<file path="src/rtl/mem_port_arbiter.sv">
// Two-requester memory port arbiter with an in-order tag FIFO that routes each response to its issuer.
// Optional MEM_ARB_FIXED_PRIO_EN: requester 0 always wins ties (no round-robin state).
module mem_port_arbiter #(
  parameter int MAX_OUTSTANDING = 4,
  parameter int ADDR_W          = 32,
  parameter int DATA_W          = 32
) (
  input  logic                               clk,
  input  logic                               rst,
  input  logic                               r0_valid,
  input  logic [ADDR_W-1:0]                  r0_addr,
  output logic                               r0_ready,
  output logic                               r0_rsp_valid,
  output logic                               r0_rsp_error,
  output logic [DATA_W-1:0]                  r0_rsp_data,
  input  logic                               r1_valid,
  input  logic [ADDR_W-1:0]                  r1_addr,
  output logic                               r1_ready,
  output logic                               r1_rsp_valid,
  output logic                               r1_rsp_error,
  output logic [DATA_W-1:0]                  r1_rsp_data,
  output logic                               m_valid,
  output logic [ADDR_W-1:0]                  m_addr,
  input  logic                               m_ready,
  input  logic                               m_rsp_valid,
  input  logic                               m_rsp_error,
  input  logic [DATA_W-1:0]                  m_rsp_data,
  output logic [$clog2(MAX_OUTSTANDING):0]   outstanding,
  output logic                               spurious_err
);

  localparam int PW = $clog2(MAX_OUTSTANDING);
  localparam int CW = PW + 1;

  typedef enum logic {REQ0 = 1'b0, REQ1 = 1'b1} req_id_e;

  req_id_e       tag_q [MAX_OUTSTANDING];
  logic [PW-1:0] rd_ptr_q, rd_ptr_d;
  logic [PW-1:0] wr_ptr_q, wr_ptr_d;
  logic [CW-1:0] count_q, count_d;
  logic          spur_q, spur_d;
  req_id_e       gnt, tie_pref;
  logic          full, empty, can_push, push, pop;

`ifdef MEM_ARB_FIXED_PRIO_EN
  assign tie_pref = REQ0;
`else
  // rr_q holds the tie winner for the next cycle, i.e. the requester not granted last.
  req_id_e rr_q, rr_d;
  assign tie_pref = rr_q;
`endif

  always_comb begin
    full     = (count_q == CW'(MAX_OUTSTANDING));
    empty    = (count_q == '0);
    can_push = !full || m_rsp_valid;

    if (r0_valid && r1_valid) gnt = tie_pref;
    else if (r1_valid)        gnt = REQ1;
    else                      gnt = REQ0;

    m_valid  = (r0_valid || r1_valid) && can_push;
    m_addr   = (gnt == REQ1) ? r1_addr : r0_addr;
    r0_ready = r0_valid && (gnt == REQ0) && m_ready && can_push;
    r1_ready = r1_valid && (gnt == REQ1) && m_ready && can_push;
    push     = m_valid && m_ready;

    // A response against an empty FIFO is spurious even if a tag is pushed this cycle.
    pop          = m_rsp_valid && !empty;
    r0_rsp_valid = pop && (tag_q[rd_ptr_q] == REQ0);
    r1_rsp_valid = pop && (tag_q[rd_ptr_q] == REQ1);
    r0_rsp_error = m_rsp_error;
    r1_rsp_error = m_rsp_error;
    r0_rsp_data  = m_rsp_data;
    r1_rsp_data  = m_rsp_data;

    rd_ptr_d = rd_ptr_q + PW'(pop);
    wr_ptr_d = wr_ptr_q + PW'(push);
    count_d  = count_q + CW'(push) - CW'(pop);
    spur_d   = spur_q || (m_rsp_valid && empty);
`ifndef MEM_ARB_FIXED_PRIO_EN
    rr_d = rr_q;
    if (push) rr_d = (gnt == REQ0) ? REQ1 : REQ0;
`endif
  end

  always_ff @(posedge clk) begin
    if (rst) begin
      rd_ptr_q <= '0;
      wr_ptr_q <= '0;
      count_q  <= '0;
      spur_q   <= 1'b0;
`ifndef MEM_ARB_FIXED_PRIO_EN
      rr_q     <= REQ0;
`endif
    end else begin
      rd_ptr_q <= rd_ptr_d;
      wr_ptr_q <= wr_ptr_d;
      count_q  <= count_d;
      spur_q   <= spur_d;
`ifndef MEM_ARB_FIXED_PRIO_EN
      rr_q     <= rr_d;
`endif
    end
  end

  // Tag storage needs no reset: entries are only read while the occupancy count covers them.
  always_ff @(posedge clk) begin
    if (push) tag_q[wr_ptr_q] <= gnt;
  end

  assign outstanding  = count_q;
  assign spurious_err = spur_q;

endmodule

</file>
<file path="config.mk">
export PLATFORM = sky130hd
export DESIGN_NAME = mem_port_arbiter
export DESIGN_NICKNAME = d
export VERILOG_FILES = /design/src/rtl/mem_port_arbiter.sv
export SDC_FILE = /design/constraint.sdc
export NUM_CORES = 1
export LEC_CHECK = 0
export ABC_AREA = 1
export CORE_AREA = 2 2 82 84
export DETAILED_ROUTE_END_ITERATION = 10
export DIE_AREA = 0 0 84 86
export GPL_TIMING_DRIVEN = 0
export PLACE_DENSITY = 0.83
export SETUP_SLACK_MARGIN = 0.15
export SLEW_MARGIN = 0
export SYNTH_ARGS = -nofsm -noshare
export SYNTH_HDL_FRONTEND = slang
export SYNTH_SLANG_ARGS = --single-unit
</file>
<file path="constraint.sdc">
create_clock -name clk -period 4 [get_ports clk]
set_clock_uncertainty 0.1 [all_clocks]
set_input_delay 1.2 -clock clk [delete_from_list [all_inputs] [get_ports clk]]
set_output_delay 1.2 -clock clk [all_outputs]
set_load 0.005 [all_outputs]
</file>
==> qor.txt <==
CP max FO -> 4
top post-synthesis cells by area -> buf_4, nand2_1, dfxtp_1
pwr/cell area -> 238 nW/um^2
vias in the first global route -> 2073
DRC violation count after routing -> 0
Place WS -> -229 ps
startpoint types -> input port
number of H-tree levels -> 1
post-route ant nets -> 0
fin crit share -> 95.1%
Synth top area share -> 32.9%
CTS Root Cell -> clkbuf_8
met1 wire length -> 2200 um
Die Ht -> 86 um
DR WL/cell -> 12.2 um
CTS tree -> done
die footprint -> 7220 sq um
Synth-to-Final Area Change -> 129%
Peak VDD IR -> 205 uV
post-route cell area -> 3610 sq um
largest net degree at the start of global routing -> 11
Slew Limit Fails -> 0
share of cells above drive strength 1 -> 21.7%
Hold Fails Final Rpt -> 0
Vias -> 2044
Slew headroom -> 72.9%
post-route core utilization -> 57.6%
CP Data Arrival Time -> 2510 ps
Mapped Area -> 1580 sq um
Worst Max-Slew Pin Slew -> 406 ps
GPL Wtd Cong -> 0.733
Post-Syn Nets -> 357
total CTS buffers -> 3
Crit. End Element -> output pin
initial core utilization -> 25.1%
Yosys cell types -> 22
Port Buffers -> 175
worst skew pair latency -> 240 ps
Placed Area -> 3420 sq um
Synth area leader -> buf_4
worst hold path class -> flop to flop
Avg Inst Size Synth -> 6.33 sq um
unrepaired setup endpoints after global routing -> true
Overflow after GRT -> 0
clock sink count -> 13
f_max -> 263 MHz
n_diodes -> 0
initial antenna violation count -> 0
gr usage total -> 16.2%
final setup vio count -> 0
most frequent cells in the layout -> clkdlybuf4s50_1, nand2_1, buf_4
routed wl met3 -> 560 um
Clock Pin Slew Worst Setup and Hold Paths -> 50 ps
uppermost layer routed -> met4
drt first pass iters -> 4
Post-Syn Instances -> 249
number of top-level pins -> 210
crit path kind -> input port to output pin
post-synthesis sequential area ratio -> 19.1%
most common cell after layout, fill and taps aside -> clkdlybuf4s50_1
CORE AREA -> 6280 sq um
Ys Warns -> 0
first-pass GRT wire length -> 9530 um
max-cap viol count -> 0
post-synthesis register bit count -> 13
Iter 0 DRT Violations -> 44
Worst EP required -> 2700 ps
Routed WL -> 6300 um
Max Buffers Root-to-Sink -> 2
Min Clock Period, post-route -> 3810 ps
Hold Buf Count CTS -> 0
leakage -> 1.83 nW
Die Wd -> 84 um
status -> completed
via/cell ratio -> 3.97
final worst setup slack -> 194 ps
routed wl met2 -> 3490 um
DPL Wire Length -> 5390 um
final net count -> 547
post-route setup TNS -> 0 ps
row cnt -> 29
==> layout make-up <==
cell class | count | area, sq um
inverter | 22 | 87.6
tap | 77 | 96.3
buffer | 73 | 582
clock buffer | 4 | 45.0
fill | 589 | 2660
sequential | 13 | 300
multi-input combinational | 141 | 662
timing repair buffer | 185 | 1840
==> logic make-up after synthesis <==
family,share of synthesized area [%]
buf+inv,40.5
simple gates,31.1
xor+xnor,1.67
flops,19.1
fa+ha+maj,4.45
compound gates,3.26
==> metrics by stage <==
stage                     hold slack, ps  total power [mW]  std cells
final                                352             0.858        515
after global routing                 385             0.939        515
after CTS                            355             0.860        514
after detailed placement             346             0.733        501
after global placement               339             0.717        501
after floorplan                      347             0.432        249
==> worst max-delay path: stages <==
cell and delay, ps:
dlygate4sd2_1 270, a21oi_4 150, buf_12 140, buf_4 120, nand3_1 80, inv_1 60
clkdlybuf4s50_1 490
==> sequential cells by signal, indices dropped and copies added (netlist names) <==
signal        cells
wr_ptr_q          2
rd_ptr_q          2
outstanding       3
spurious_err      1
tag_q             4
rr_q              1
==> power breakdown <==
part / internal [mW] / switching [mW] / total (mW)
Clock: 0.0703 / 0.0450 / 0.115
Combinational: 0.338 / 0.202 / 0.540
Sequential: 0.168 / 0.0354 / 0.203
Total: 0.576 / 0.282 / 0.858
==> Yosys cell counts <==
library cell	count
nand2_1	105
o31ai_1	1
nand3_2	1
nand3_1	2
buf_6	3
nor3_1	4
buf_4	69
inv_1	20
o21ai_0	1
nor2_1	13
dfxtp_1	9
a21oi_1	3
and2_1	1
ha_1	4
xnor2_1	2
xor2_1	1
edfxtp_1	4
fa_1	1
clkbuf_1	1
o211ai_1	1
inv_2	2
a21oi_4	1
==> path summary, 6_finish.rpt <==
kind | start | end | slack, ps | cells past startpoint
setup / recovery | r0_valid | r1_ready | 190 | 7
hold / removal | spurious_err | spurious_err | 350 | 2
setup reg to reg | outstanding[0] | outstanding[2] | 1780 | 10
hold reg to reg | spurious_err | spurious_err | 350 | 2
==> per-layer routing <==
metal | GRT usage (%) | up-vias
met2 | 31.7 | 93
met4 | 3.08 | 0
met1 | 16.9 | 887
li1 | - | 1056
met5 | 0 | -
met3 | 5.29 | 8
==> timing repair <==
action,CTS,global route
resized for setup,55,8
pin swaps,2,1
buffers inserted,9,1
endpoints found under the setup margin,34,10
Note: power is estimated with default switching activity, not from simulation.
